**src/rtl/lgn_pkg.sv**
```systemverilog
`default_nettype none
// ============================================================================
//  Module      : lgn_pkg
//  Description : Shared frame geometry, loader FSM encoding and seven-segment
//                patterns for the lgn classifier and its front-end loader.
//  Revision    : 1.0 - initial release
// ============================================================================
package lgn_pkg;

  localparam int LGN_PIXELS = 784;
  localparam int LGN_BYTES  = LGN_PIXELS / 8;

  typedef enum logic [1:0] {
    ST_IDLE   = 2'd0,
    ST_LOAD   = 2'd1,
    ST_FLUSH  = 2'd2,
    ST_SETTLE = 2'd3
  } loader_state_t;

  // Segment patterns, bit 6 down to bit 0; identical to the classifier encoder.
  localparam logic [6:0] SEG_0 = 7'b0111111;
  localparam logic [6:0] SEG_1 = 7'b0000110;
  localparam logic [6:0] SEG_2 = 7'b1011011;
  localparam logic [6:0] SEG_3 = 7'b1001111;
  localparam logic [6:0] SEG_4 = 7'b1100110;
  localparam logic [6:0] SEG_5 = 7'b1101101;
  localparam logic [6:0] SEG_6 = 7'b1111100;
  localparam logic [6:0] SEG_7 = 7'b0000111;
  localparam logic [6:0] SEG_8 = 7'b1111111;
  localparam logic [6:0] SEG_9 = 7'b1100111;

endpackage
`default_nettype wire

```
**src/rtl/seg7_decode.sv**
```systemverilog
`default_nettype none
// ============================================================================
//  Module      : seg7_decode
//  Description : Seven-segment pattern to binary digit, 4'hF when unmatched.
//  Revision    : 1.0 - initial release
// ============================================================================
module seg7_decode
  import lgn_pkg::*;
(
  input  logic [6:0] seg,
  output logic [3:0] digit
);

  always_comb begin
    digit = 4'hF;
    case (seg)
      SEG_0:   digit = 4'd0;
      SEG_1:   digit = 4'd1;
      SEG_2:   digit = 4'd2;
      SEG_3:   digit = 4'd3;
      SEG_4:   digit = 4'd4;
      SEG_5:   digit = 4'd5;
      SEG_6:   digit = 4'd6;
      SEG_7:   digit = 4'd7;
      SEG_8:   digit = 4'd8;
      SEG_9:   digit = 4'd9;
      default: digit = 4'hF;
    endcase
  end

endmodule
`default_nettype wire

```
**src/rtl/lgn_image_loader.sv**
```systemverilog
`default_nettype none
// ============================================================================
//  Module      : lgn_image_loader
//  Description : Thresholds a pixel stream, packs it into 98 classifier bytes
//                per frame, then captures and decodes the classifier result.
//  Revision    : 1.0 - initial release
// ============================================================================
module lgn_image_loader
  import lgn_pkg::*;
#(
  parameter int PIXELS        = LGN_PIXELS,
  parameter int SETTLE_CYCLES = 4
) (
  input  logic        clk,
  input  logic        rst_n,
  input  logic [7:0]  threshold,
  input  logic        s_valid,
  output logic        s_ready,
  input  logic [7:0]  s_pixel,
  input  logic        s_last,
  output logic        lgn_we,
  output logic [7:0]  lgn_data,
  input  logic [15:0] lgn_result,
  output logic        result_valid,
  output logic [3:0]  result_digit,
  output logic [7:0]  result_score,
  output logic        frame_error
);

  localparam int         SC_W      = (SETTLE_CYCLES > 1) ? $clog2(SETTLE_CYCLES) : 1;
  localparam logic [9:0] LAST_PIX  = 10'(PIXELS - 1);
  localparam logic [6:0] LAST_BYTE = 7'(PIXELS / 8 - 1);
  localparam logic [SC_W-1:0] LAST_SETTLE = SC_W'(SETTLE_CYCLES - 1);

  loader_state_t   r_state;
  logic [9:0]      r_pix_cnt;
  logic [6:0]      r_byte_cnt;
  logic [SC_W-1:0] r_settle_cnt;
  logic [7:0]      r_pack;

  logic       w_accept;
  logic       w_bit;
  logic [7:0] w_pack_next;
  logic [7:0] w_fill;
  logic       w_byte_end;
  logic       w_last_pix;
  logic [3:0] w_digit;

  assign w_accept    = s_valid & s_ready;
  assign w_bit       = (s_pixel >= threshold);
  assign w_pack_next = {r_pack[6:0], w_bit};
  // Left-justify a partial byte so the missing trailing pixels read as zero.
  assign w_fill      = w_pack_next << (3'd7 - r_pix_cnt[2:0]);
  assign w_byte_end  = (r_pix_cnt[2:0] == 3'd7);
  assign w_last_pix  = (r_pix_cnt == LAST_PIX);

  seg7_decode u_decode (
    .seg   (lgn_result[6:0]),
    .digit (w_digit)
  );

  always_ff @(posedge clk or negedge rst_n) begin
    if (!rst_n) begin
      r_state      <= ST_IDLE;
      r_pix_cnt    <= '0;
      r_byte_cnt   <= '0;
      r_settle_cnt <= '0;
      r_pack       <= '0;
      s_ready      <= 1'b0;
      lgn_we       <= 1'b0;
      lgn_data     <= '0;
      result_valid <= 1'b0;
      result_digit <= '0;
      result_score <= '0;
      frame_error  <= 1'b0;
    end else begin
      lgn_we      <= 1'b0;
      frame_error <= 1'b0;

      case (r_state)
        ST_IDLE, ST_LOAD: begin
          s_ready <= 1'b1;
          if (w_accept) begin
            if (r_state == ST_IDLE) begin
              result_valid <= 1'b0;
            end
            r_state   <= ST_LOAD;
            r_pack    <= w_pack_next;
            r_pix_cnt <= r_pix_cnt + 10'd1;

            if (w_last_pix) begin
              // Full frame: the final pixel always completes byte 97.
              lgn_data     <= w_pack_next;
              lgn_we       <= 1'b1;
              frame_error  <= ~s_last;
              s_ready      <= 1'b0;
              r_state      <= ST_SETTLE;
              r_pix_cnt    <= '0;
              r_byte_cnt   <= '0;
              r_settle_cnt <= '0;
            end else if (s_last) begin
              lgn_data     <= w_fill;
              lgn_we       <= 1'b1;
              frame_error  <= 1'b1;
              s_ready      <= 1'b0;
              r_pix_cnt    <= '0;
              r_settle_cnt <= '0;
              if (r_byte_cnt == LAST_BYTE) begin
                r_state    <= ST_SETTLE;
                r_byte_cnt <= '0;
              end else begin
                r_state    <= ST_FLUSH;
                r_byte_cnt <= r_byte_cnt + 7'd1;
              end
            end else if (w_byte_end) begin
              lgn_data   <= w_pack_next;
              lgn_we     <= 1'b1;
              r_byte_cnt <= r_byte_cnt + 7'd1;
            end
          end
        end

        ST_FLUSH: begin
          s_ready  <= 1'b0;
          lgn_data <= 8'h00;
          lgn_we   <= 1'b1;
          if (r_byte_cnt == LAST_BYTE) begin
            r_state    <= ST_SETTLE;
            r_byte_cnt <= '0;
          end else begin
            r_byte_cnt <= r_byte_cnt + 7'd1;
          end
        end

        ST_SETTLE: begin
          s_ready <= 1'b0;
          if (r_settle_cnt == LAST_SETTLE) begin
            // Bit 7 low means the classifier still sees write_enable.
            result_valid <= 1'b1;
            result_score <= lgn_result[15:8];
            result_digit <= lgn_result[7] ? w_digit : 4'hF;
            frame_error  <= ~lgn_result[7];
            s_ready      <= 1'b1;
            r_state      <= ST_IDLE;
            r_settle_cnt <= '0;
          end else begin
            r_settle_cnt <= r_settle_cnt + SC_W'(1);
          end
        end

        default: begin
          r_state <= ST_IDLE;
          s_ready <= 1'b0;
        end
      endcase
    end
  end

endmodule
`default_nettype wire

```
**config.mk**
```make
export PLATFORM = sky130hd
export DESIGN_NAME = lgn_image_loader
export DESIGN_NICKNAME = d
export VERILOG_FILES = /design/src/rtl/lgn_pkg.sv /design/src/rtl/seg7_decode.sv /design/src/rtl/lgn_image_loader.sv
export SDC_FILE = /design/constraint.sdc
export NUM_CORES = 1
export LEC_CHECK = 0
export BUFFER_PORTS_ARGS = -buffer_cell sky130_fd_sc_hd__buf_2
export CAP_MARGIN = 5
export CORE_AREA = 2 2 86 88
export CTS_CLUSTER_DIAMETER = 40
export DETAILED_ROUTE_END_ITERATION = 10
export DIE_AREA = 0 0 88 90
export GPL_TIMING_DRIVEN = 0
export PLACE_DENSITY = 0.62
export RECOVER_POWER = 50
export SLEW_MARGIN = 20
export SYNTH_ARGS = -nofsm -noshare
export SYNTH_HDL_FRONTEND = slang
export SYNTH_SLANG_ARGS = --single-unit
```
**constraint.sdc**
```tcl
create_clock -name clk -period 2.3 [get_ports clk]
set_input_delay 0.115 -clock clk [delete_from_list [all_inputs] [get_ports clk]]
set_output_delay 0.115 -clock clk [all_outputs]
set_load 0.02 [all_outputs]
```
== After elaboration in Yosys (flattened, before gate mapping) ==
Cells that the tools add are included.
Widths: inputs -> output; s select.

* Bits in registers: 52
* Bits of input ports: 36
* Output and inout port bits: 24
* Word-level logic and storage cells: 100

* $add $sub $neg: 4
* Order comparisons: 1
* Eq/ne operators: 23
* Shift operators: 1
* Mux-type cells: 46
* Bitwise operators: 3
* Reductions and logical operators: 10

{| class="wikitable"
|+ Operators with widths
! operator !! count
|-
| $eq 7x7->1 const B || 8
|-
| $pmux 4 s10 || 1
|-
| $mux 7 || 5
|-
| $mux 8 || 4
|-
| $mux 10 || 2
|-
| $mux 2 || 9
|-
| $mux 1 || 16
|-
| $pmux 8 s2 || 1
|-
| $eq 7x3->1 const B || 2
|-
| $pmux 7 s2 || 1
|-
| $add 10x1->10 const B || 1
|-
| $eq 10x10->1 const B || 1
|-
| $reduce_and 3->1 || 3
|-
| $ge 8x8->1 || 1
|-
| $ne 2x2->1 const B || 4
|-
| $shl 8x3->8 || 1
|-
| $add 7x1->7 const B || 1
|-
| $eq 7x6->1 const B || 1
|-
| $eq 2x2->1 const B || 3
|-
| $pmux 1 s2 || 3
|-
| $pmux 2 s3 || 1
|-
| $mux 4 || 1
|-
| $ne 4x4->1 const B || 1
|-
| $pmux 2 s2 || 1
|-
| 13 further kinds || 16
|}

== Longest topological paths before layout ==
Gate-level depths: netlist of run 1.

* Depth after elaboration: 6
* Gate-level depth with buffers: 7
* Mapped depth without buffers: 7

== Hierarchy ==
A second synthesis of run 1 with hierarchy kept.

* Cells, all modules: 350
* Area total of the unflattened synthesis: 3165.5 µm²

{| class="wikitable"
|+ By module, submodules not included
! module !! instances !! cells an instance !! area an instance (µm²) !! sequential area each (µm²)
|-
| lgn_image_loader || 1 || 321 || 2961.6 || 1301.2
|-
| seg7_decode || 1 || 29 || 203.9 || 0.0
|}

== Least setup slack after synthesis of run 1 ==
OpenSTA, ideal clock, no wires.

* Path kind: reg-to-reg
* Start: reg r_pix_cnt[7]
* End: reg lgn_data[6]
* Library setup time: 131 ps
* Data arrival time: 1789 ps
* Data required time: 2169 ps
* Slack: 380 ps
* Cell stages (with the launch flop): 7
* Path buffers: 1
* Clock period less this slack: 1920 ps
* Cell sequence: dfrtp_1 nand4bb_1 or4_4 a21o_1 buf_6 a221oi_2 o31ai_1

* Cells in the longest elaborated chain, start to end: 4
* Elaborated cells between the ends (all ways): 6
* Classes of those cells: eq/ne (2); mux (3); reduce/logical (1)

{| class="wikitable"
|+ RTL lines
! element !! RTL line !! RTL
|-
| start, declared || lgn_image_loader.sv:36 || <nowiki>logic [9:0] r_pix_cnt;</nowiki>
|-
| start signal, assigned || lgn_image_loader.sv:89 || <nowiki>r_pix_cnt <= r_pix_cnt + 10'd1;</nowiki>
|-
| $eq 10x10->1 (*) || lgn_image_loader.sv:55 || <nowiki>assign w_last_pix = (r_pix_cnt == LAST_PIX);</nowiki>
|-
| $mux 8 || lgn_image_loader.sv:91 || <nowiki>if (w_last_pix) begin</nowiki>
|-
| $mux 8 || lgn_image_loader.sv:83 || <nowiki>if (w_accept) begin</nowiki>
|-
| $pmux 8 s2 || lgn_image_loader.sv:80 || <nowiki>case (r_state)</nowiki>
|-
| end signal, assigned || lgn_image_loader.sv:93 || <nowiki>lgn_data <= w_pack_next;</nowiki>
|-
| end signal, assigned || lgn_image_loader.sv:102 || <nowiki>lgn_data <= w_fill;</nowiki>
|-
| end signal, assigned || lgn_image_loader.sv:116 || <nowiki>lgn_data <= w_pack_next;</nowiki>
|-
| end, declared || lgn_image_loader.sv:22 || <nowiki>output logic [7:0] lgn_data,</nowiki>
|}

Every way passes the cells marked *; elsewhere a longest branch is shown, timed or not. The select of a mux whose other input is x is not followed.
A chain may end at the register's enable or synchronous reset.

== Final worst setup path of run 1 ==
* Start: reg r_pix_cnt[7]
* End: reg lgn_data[4]

The elaborated chain is that of the path after synthesis.

==> results.py, run 1 <==
metrics = {
    "sta": {
        "finalMaxSlewViolations": 0,
        "finalHoldViolCount": 0,
        "maxSlewHeadroom": 0.129,
        "fmax_mhz": 462,
        "worst_pin_slew_ns": 1.31,
        "worst_hold_slack_ns": 0.0303,
        "rsz0062_at_grt": "false",
        "fin_setup_tns_ns": 0,
        "finalCritPeriodShare": 0.941,
        "skew_ns": 0.00680,
        "setup_viol": 0,
        "layout_min_cycle_time_ns": 2.16,
    },
    "floorplan": {
        "fp.dieW_um": 88,
        "rows": 31,
        "io_pins": 60,
        "core-area_mm2": 0.00702,
        "initial_utilization": 0.436,
        "fp.dieH_um": 90,
        "die_area_mm2": 0.00792,
    },
    "clocking": {
        "post_cts_buffers": 0,
        "cts.sink_count": 52,
        "worstSkewPairLatency_ns": 0.31,
        "cts_max_level": 2,
        "postCtsHoldBufs": 9,
        "cts_root_buf": "clkbuf_8",
        "cts_tree": "done",
        "clk_pin_slew_ns": 0.10,
        "cts_made_buffers": 5,
        "clockBufferDepth": 2,
        "cts_resized": 0,
    },
    "cells_and_area": {
        "area.growth.synth_to_final_pct": 19.4,
        "finalInstanceArea_mm2": 0.00366,
        "fillers": 704,
        "drive_above_1_share": 0.151,
        "num_antenna_cells": 0,
        "layout.nets": 473,
    },
    "yosys": {
        "synth_top_cell_by_area": "dfrtp_1",
        "synth_xor_area_frac": 0.00572,
        "seq_area_frac_synth": 0.425,
        "netlist.area_leader.share": 0.425,
        "synth_compound_area_frac": 0.190,
        "synth-seq-cells": 52,
        "postSynthAreaPerCell_um2": 8.73,
        "yosys_most_used_dff": "dfrtp_1",
        "synth_warnings": 0,
        "synth_fp_nets": 402,
        "synth_edf_count": 0,
        "synth_top_family_by_area": "simple AND/OR/NAND/NOR gates",
        "synth_simple_gate_area_share": 0.229,
        "syn_inst": 351,
        "synthAdderAreaFrac": 0.0613,
        "async_flop_share": 1.00,
        "synth.area.top_cells": "dfrtp_1 42%, nand2_1 9.3%, ha_1 6.1%",
        "synth_area_mm2": 0.00306,
        "yosys-mux-area-fraction": 0.0437,
        "synth_cell_types": 51,
    },
    "critical_path": {
        "cp-start-kind": "register",
        "cpPeakStageDelay_ns": 0.56,
        "path_delay_family": "simple AND/OR/NAND/NOR gates",
        "path_cells": "nand4bb_1 -> or4_4 -> a21o_1 -> buf_6 -> a22oi_1 -> o311ai_0",
        "path_max_fanout": 10,
        "cp_slowest_cell": "or4_4",
        "cp_num_buf_inv": 1,
        "endpoint_kind": "register",
        "worstPathArrival_ns": 2.32,
        "crit_required_ns": 2.46,
        "path_class": "register to register",
    },
    "power": {
        "peakVddDrop_uv": 481,
        "total_power_mw": 3.47,
        "power.density_mw_per_mm2": 949,
        "p_leak_nw": 1.69,
    },
    "place": {
        "gp_congestion": 0.860,
        "dpl.hpwl_um": 5140,
        "placed_cell_area_mm2": 0.00347,
        "port_buffers": 55,
    },
    "detailed_routing": {
        "drt-initial-drc-count": 154,
        "ant_nets": 0,
        "routed_wl_um": 7110,
        "vias": 2774,
        "wl_per_cell_um": 13.6,
        "viasPerCell": 5.31,
        "drc": 0,
        "dr.pass1.iters": 4,
    },
    "global_route": {
        "track_usage": 0.194,
        "grt_max_degree": 53,
        "gr-total-overflow": 0,
        "antenna_found_initial": 0,
        "first_global_vias": 2697,
        "grt_pass1_wl_um": 12400,
    },
    "min_path": {
        "hold_class": "input port to register",
    },
    "run_status": {
        "status": "completed",
    },
    "run": {
        "maxCapViolations": 0,
    },
}
==> layout make-up <==
class	instances	area [um2]	share of cell area
multi-input cells	264	1630	0.446
flip-flops and latches	52	1300	0.356
repair buffers	64	350	0.0958
well taps	99	124	0.0339
plain buffers	20	83.8	0.0229
clock buffers	5	68.8	0.0188
inverters	15	56.3	0.0154
clock inverters	3	42.5	0.0116
==> cells by family after synthesis <==
kind of cell / after synthesis
AOI/OAI and AO/OA: 88
buffers and inverters: 35
DFF: 52
and+or+nand+nor: 146
muxes: 13
adders and majority gates: 15
xor gates and xnor gates: 2
==> where the power goes <==
group          total (mW)  internal [mW]  switching (mW)
combinational        1.40          0.523           0.880
clock               0.631          0.322           0.309
sequential           1.44           1.20           0.234
==> cell usage after synthesis (2+ instances only) <==
| cell | n |
|---|---|
| nand2b_1 | 6 |
| nand2_1 | 76 |
| or3_1 | 3 |
| mux2i_1 | 10 |
| a21oi_1 | 13 |
| nand4b_1 | 2 |
| mux2_2 | 3 |
| nand3_1 | 12 |
| nor2b_1 | 9 |
| clkbuf_1 | 17 |
| a311oi_1 | 2 |
| ha_1 | 15 |
| o31ai_1 | 8 |
| a22oi_1 | 4 |
| o41ai_1 | 2 |
| inv_1 | 15 |
| xnor2_1 | 2 |
| dfrtp_1 | 52 |
| nor4_1 | 2 |
| nor3_1 | 3 |
| o311ai_0 | 3 |
| nor2_1 | 12 |
| a22o_1 | 4 |
| a221oi_1 | 2 |
| or2_2 | 2 |
| o21ai_0 | 33 |
| o211ai_1 | 2 |
| and4_1 | 2 |
| a31oi_1 | 4 |
| and3_1 | 10 |
==> per-layer routing <==
metal	global-route usage	vias to the layer above	routed length (um)
li1	-	1392	-
met1	0.276	1318	3340
met2	0.300	56	3340
met3	0.0376	8	337
met4	0.0526	0	94
met5	0	-	0
==> worst paths after layout <==
kind	from	to	slack [ns]	cells after the start
worst max-delay path	r_pix_cnt[7]	lgn_data[4]	0.14	6
worst min-delay path	lgn_result[7]	result_digit[2]	0.03	2
worst max register to register	r_pix_cnt[7]	lgn_data[4]	0.14	6
worst min register to register	result_score[7]	result_score[7]	0.48	2
max in group asynchronous	rst_n	r_pix_cnt[5]	0.89	2
min in group asynchronous	rst_n	r_pix_cnt[2]	0.63	2
==> per-stage QoR <==
stage,setup WS [ns],utilization,std cells
6_report,0.137,0.521,522
4_1_cts,0.135,0.523,522
5_1_grt,0.0245,0.521,522
3_5_place_dp,0.141,0.495,505
3_3_place_gp,0.136,0.493,505
2_1_floorplan,0.380,-,351
==> cells in the final DEF, fill, tap and decap left out, types with 3 or more instances in the layout <==
cell / Yosys / final
nor2b_1: 9 / 9
or3_1: 3 / 3
a21oi_1: 13 / 13
mux2_2: 3 / 3
buf_2: 1 / 43
o21ai_0: 33 / 33
nand2_1: 76 / 76
nor2_1: 12 / 12
o311ai_0: 3 / 3
dlygate4sd3_1: 0 / 9
nand3_1: 12 / 12
a22o_1: 4 / 4
and3_1: 10 / 10
nor3_1: 3 / 3
o31ai_1: 8 / 8
a22oi_1: 4 / 4
clkbuf_1: 17 / 29
nand2b_1: 6 / 6
mux2i_1: 10 / 10
a31oi_1: 4 / 4
clkbuf_8: 0 / 5
ha_1: 15 / 15
inv_1: 15 / 15
dfrtp_1: 52 / 52
==> registers in the layout (all words and copies together) (netlist names), 2 cells and up <==
signal and flops:
result_digit 4, r_pix_cnt 10, lgn_data 8, r_settle_cnt 2
result_score 8, r_state 2, r_byte_cnt 7, r_pack 7
No activity file was read; power rests on OpenSTA's default activity.
==> inputs of run 2 (changes only) <==
Settings changed: CTS_BUF_LIST set to sky130_fd_sc_hd__clkbuf_4 sky130_fd_sc_hd__clkbuf_8, PLACE_DENSITY 0.62 to 0.7.
==> results.py, run 2 (synthesis results as in run 1) <==
metrics = {
    "global_route": {
        "antenna_found_initial": 0,
        "track_usage": 0.191,
        "grt_pass1_wl_um": 12300,
        "grt_max_degree": 53,
        "gr-total-overflow": 0,
        "first_global_vias": 2638,
    },
    "cells_and_area": {
        "layout_common_cells": "76 x nand2_1, 52 x dfrtp_1, 43 x buf_2, 33 x o21ai_0, 29 x clkbuf_1",
        "layout.nets": 473,
        "largest_reg_flops": 10,
        "top_register": "r_pix_cnt",
        "area.growth.synth_to_final_pct": 18.7,
        "drive_above_1_share": 0.151,
        "layout_commonest_cell": "nand2_1",
        "top_regs": "r_pix_cnt x10, lgn_data x8, result_score x8",
        "num_antenna_cells": 0,
    },
    "clocking": {
        "cts_max_level": 2,
        "clk_pin_slew_ns": 0.11,
        "cts_made_buffers": 5,
        "clockBufferDepth": 2,
        "cts_tree": "done",
        "cts.sink_count": 52,
        "post_cts_buffers": 0,
        "cts_root_buf": "clkbuf_8",
        "worstSkewPairLatency_ns": 0.32,
    },
    "floorplan": {
        "io_pins": 60,
        "rows": 31,
        "fp.dieH_um": 90,
        "core-area_mm2": 0.00702,
        "die_area_mm2": 0.00792,
        "initial_utilization": 0.436,
        "fp.dieW_um": 88,
    },
    "power": {
        "peakVddDrop_uv": 404,
        "p_leak_nw": 1.68,
        "total_power_mw": 3.39,
        "power.density_mw_per_mm2": 933,
        "pwr-share-clk": 0.162,
        "switching_power_mw": 1.45,
        "sw_frac_of_total": 0.426,
        "pwr-share-comb": 0.414,
        "p_seq_frac": 0.424,
        "internal-power_mw": 1.95,
    },
    "sta": {
        "finalMaxSlewViolations": 0,
        "maxSlewHeadroom": 0.138,
        "skew_ns": 0.0147,
        "setup_viol": 0,
        "layout_min_cycle_time_ns": 2.15,
        "finalHoldViolCount": 0,
        "rsz0062_at_grt": "false",
        "fin_setup_tns_ns": 0,
        "fmax_mhz": 465,
        "finalCritPeriodShare": 0.936,
        "worst_pin_slew_ns": 1.29,
    },
    "min_path": {
        "hold_class": "input port to register",
    },
    "critical_path": {
        "path_class": "register to register",
        "worstPathArrival_ns": 2.35,
        "cp-start-kind": "register",
        "crit_required_ns": 2.49,
        "endpoint_kind": "register",
        "path_max_fanout": 10,
    },
    "detailed_routing": {
        "vias": 2785,
        "routed_wl_um": 7210,
        "drc": 0,
        "dr.pass1.iters": 4,
        "viasPerCell": 5.34,
        "drt-initial-drc-count": 227,
        "wl_per_cell_um": 13.8,
        "ant_nets": 0,
    },
    "run_status": {
        "status": "completed",
    },
    "place": {
        "gp_congestion": 0.897,
        "port_buffers": 55,
        "dpl.hpwl_um": 5160,
    },
    "run": {
        "maxCapViolations": 0,
    },
}
## run 2: cell types whose count changed in the layout (fill, tap and decap cells not counted), sizes merged
cell      delta
bufinv       -1
clkinv       +1
clkinvlp     -1
inv          +1
## run 2: layout make-up
cell class                      instances  area (um2)
Tap cell                               99         124
Clock inverter                          3        22.5
Timing Repair Buffer                   64         350
Multi-Input combinational cell        264        1630
Clock buffer                            5        68.8
Sequential cell                        52        1300
Inverter                               15        56.3
Buffer                                 20        83.8
Fill cell                             685        3380
## run 2: worst paths after layout
path | to | cells after the start | startpoint | slack, ns
hold / removal | result_digit[2] | 2 | lgn_result[7] | 0.02
setup / recovery | lgn_data[6] | 6 | r_pix_cnt[7] | 0.15
max in group asynchronous | lgn_data[4] | 2 | rst_n | 0.92
min in group asynchronous | result_score[5] | 2 | rst_n | 0.60
setup reg to reg | lgn_data[6] | 6 | r_pix_cnt[7] | 0.15
hold reg to reg | result_score[7] | 2 | result_score[7] | 0.49
## run 2: critical path, cell delays in order, from the launching register on
cell	delay, ns
dfrtp_1	0.42
nand4bb_1	0.27
or4_4	0.56
a21o_1	0.24
buf_6	0.16
a221oi_2	0.26
o31ai_1	0.11
## run 2: layer usage
metal	track usage	part of all wire	wire, um
met1	0.264	0.47	3360
met5	0	0	0
met2	0.296	0.47	3390
met4	0.0603	0.020	145
met3	0.0413	0.044	318
## run 2: power groups by stage
stage | clock (mW) | combinational [mW] | sequential, mW
3_5_place_dp | 0 | 1.42 | 1.45
5_1_grt | 0.601 | 1.59 | 1.48
6_report | 0.550 | 1.40 | 1.44
2_1_floorplan | 0 | 0.851 | 1.57
4_1_cts | 0.564 | 1.43 | 1.43
3_3_place_gp | 0 | 1.38 | 1.44
## run 2: what timing repair did
action | CTS | global route
hold endpoints to repair | 60 | 0
setup endpoints to repair | 0 | 0
gates resized for setup | 0 | 0
hold buffers | 9 | 0
## run 2: metrics by stage
stage / util / instance area (um2) / worst slack (ns) / cells / hold WS, ns
2_1_floorplan: - / 3060 / 0.380 / 351 / -0.181
3_3_place_gp: 0.493 / 3460 / 0.166 / 505 / 0.306
3_5_place_dp: 0.493 / 3460 / 0.0754 / 505 / 0.197
4_1_cts: 0.519 / 3650 / 0.0672 / 522 / 0.0151
5_1_grt: 0.518 / 3640 / 0.0346 / 522 / 0.0145
6_report: 0.518 / 3640 / 0.147 / 522 / 0.0165
==> inputs of run 3 (changes only) <==
Settings changed: PLACE_DENSITY 0.7 to 0.72.
Clock period 2.3 ns to 1.8 ns, I/O delays scaled along.
==> results.py, run 3 (synthesis results as in run 1) <==
metrics = {
    "global_route": {
        "grt_busiest_layer": "met2",
        "grt_max_degree": 53,
        "track_usage": 0.190,
        "use_met2": 0.311,
        "antenna_found_initial": 0,
        "met1_usage": 0.260,
        "first_global_vias": 2693,
        "gr-total-overflow": 0,
        "grt_pass1_wl_um": 12400,
        "met3_usage": 0.0321,
    },
    "clocking": {
        "cts.sink_count": 52,
        "worstSkewPairLatency_ns": 0.32,
        "cts_made_buffers": 5,
        "cts_root_buf": "clkbuf_8",
        "clk_pin_slew_ns": 0.11,
        "cts_max_level": 2,
        "clockBufferDepth": 2,
        "cts_tree": "done",
    },
    "cells_and_area": {
        "largest_reg_flops": 10,
        "layout.nets": 481,
        "utilization": 0.552,
        "top_register": "r_pix_cnt",
        "area.growth.synth_to_final_pct": 26.6,
        "layout_commonest_cell": "nand2_1",
        "drive_above_1_share": 0.244,
        "layout_common_cells": "74 x nand2_1, 54 x buf_2, 52 x dfrtp_1, 27 x o21ai_0, 15 x inv_1",
        "num_antenna_cells": 0,
        "top_regs": "r_pix_cnt x10, lgn_data x8, result_score x8",
        "fillers": 635,
    },
    "sta": {
        "finalHoldViolCount": 0,
        "worst_pin_slew_ns": 1.28,
        "finalCritPeriodShare": 1.11,
        "timing.final.ws_setup_ns": -0.203,
        "maxSlewHeadroom": 0.149,
        "layout_min_cycle_time_ns": 2.00,
        "skew_ns": 0.0143,
        "setup_viol": 20,
        "rsz0062_at_grt": "true",
        "finalMaxSlewViolations": 0,
        "fmax_mhz": 499,
    },
    "critical_path": {
        "path_max_fanout": 6,
        "cp-start-kind": "register",
        "path_delay_family": "simple AND/OR/NAND/NOR gates",
        "path_class": "register to register",
        "path_cells": "nand4bb_4 -> or4_4 -> a21o_4 -> buf_6 -> a221oi_2 -> o31ai_1",
        "cp_num_buf_inv": 1,
        "cp_slowest_cell": "or4_4",
        "cpPeakStageDelay_ns": 0.54,
        "endpoint_kind": "register",
        "crit_required_ns": 2.00,
        "worstPathArrival_ns": 2.20,
    },
    "detailed_routing": {
        "vias": 2859,
        "viasPerCell": 5.39,
        "dr.pass1.iters": 4,
        "drc": 0,
        "ant_nets": 0,
        "drt-initial-drc-count": 218,
        "wl_per_cell_um": 14.1,
        "routed_wl_um": 7480,
    },
    "floorplan": {
        "core-area_mm2": 0.00702,
        "io_pins": 60,
        "initial_utilization": 0.436,
        "fp.dieH_um": 90,
        "rows": 31,
        "fp.dieW_um": 88,
        "die_area_mm2": 0.00792,
    },
    "place": {
        "gp_congestion": 0.925,
        "port_buffers": 55,
        "dpl.hpwl_um": 5120,
        "place_ws_ns": -0.398,
    },
    "run_status": {
        "failed_checks": "negative setup slack",
        "status": "finished with violations",
    },
    "min_path": {
        "hold_class": "input port to register",
    },
    "power": {
        "p_leak_nw": 1.81,
        "peakVddDrop_uv": 670,
        "power.density_mw_per_mm2": 1180,
    },
    "run": {
        "maxCapViolations": 0,
    },
}
[run 3: changes by cell type in the layout (fill, tap and decap cells not counted), sizes merged]
cell	delta
buf	+22
clkinv	-2
inv	+1
clkbuf	-15
dlygate4sd3	+1
clkinvlp	+1
[run 3: power breakdown]
| part | switching [mW] | total [mW] | internal, mW | leakage, nW |
|---|---|---|---|---|
| Combinational | 1.18 | 2.01 | 0.828 | 1.10 |
| Sequential | 0.333 | 1.87 | 1.54 | 0.660 |
| Clock | 0.421 | 0.705 | 0.284 | 0.0452 |
| Total | 1.94 | 4.59 | 2.65 | 1.81 |
[run 3: path summary, 6_finish.rpt]
check / cells after the start / start / to / slack [ns]
worst max-delay path: 6 / r_pix_cnt[6] / lgn_data[6] / -0.20
worst min-delay path: 3 / lgn_result[0] / result_digit[3] / 0.1
worst max register to register: 6 / r_pix_cnt[6] / lgn_data[6] / -0.20
worst min register to register: 2 / result_score[1] / result_score[1] / 0.48
max in group asynchronous: 2 / rst_n / r_pix_cnt[8] / 0.46
min in group asynchronous: 2 / rst_n / r_pix_cnt[5] / 0.58
[run 3: area by class of cell]
type,instances,area [um2],share of cell area
Tap cell,99,124,0.0319
Sequential cell,52,1300,0.335
Buffer,16,81.3,0.0210
Inverter,15,56.3,0.0145
Multi-Input combinational cell,264,1760,0.454
Clock inverter,3,25.0,0.00645
Clock buffer,5,68.8,0.0177
Timing Repair Buffer,76,462,0.119
[run 3: what timing repair did]
action | 4_1_cts | 5_1_grt
gates resized for setup | 17 | 18
endpoints found under the hold margin | 61 | 0
hold buffers | 10 | 0
endpoints found under the setup margin | 33 | 41
setup buffers | 8 | 2
pin swaps | 5 | 2
gates cloned | 1 | 0
[run 3: layer usage]
| layer | wire (um) | part of all wire | vias up |
|---|---|---|---|
| met5 | 0 | 0 | - |
| met4 | 75 | 0.010 | 0 |
| met3 | 331 | 0.044 | 8 |
| met2 | 3700 | 0.49 | 65 |
| met1 | 3380 | 0.45 | 1381 |
| li1 | - | - | 1405 |
[run 3: through the flow]
| step | total power [mW] | setup TNS, ns | cell area [um2] | hold WS, ns | std cells |
|---|---|---|---|---|---|
| finish | 4.59 | -2.86 | 3880 | 0.0987 | 530 |
| global route | 4.93 | -4.57 | 3880 | 0.136 | 530 |
| floorplan | 3.10 | -0.303 | 3070 | -0.206 | 351 |
| global placement | 3.61 | -5.22 | 3470 | 0.281 | 505 |
| detailed placement | 3.66 | -6.34 | 3470 | 0.167 | 505 |
| CTS | 4.50 | -2.82 | 3810 | 0.0820 | 531 |
[run 3: worst min-delay path, stage by stage]
cell and delay, ns:
buf_2 0.16, nand3_1 0.08, a21oi_1 0.06
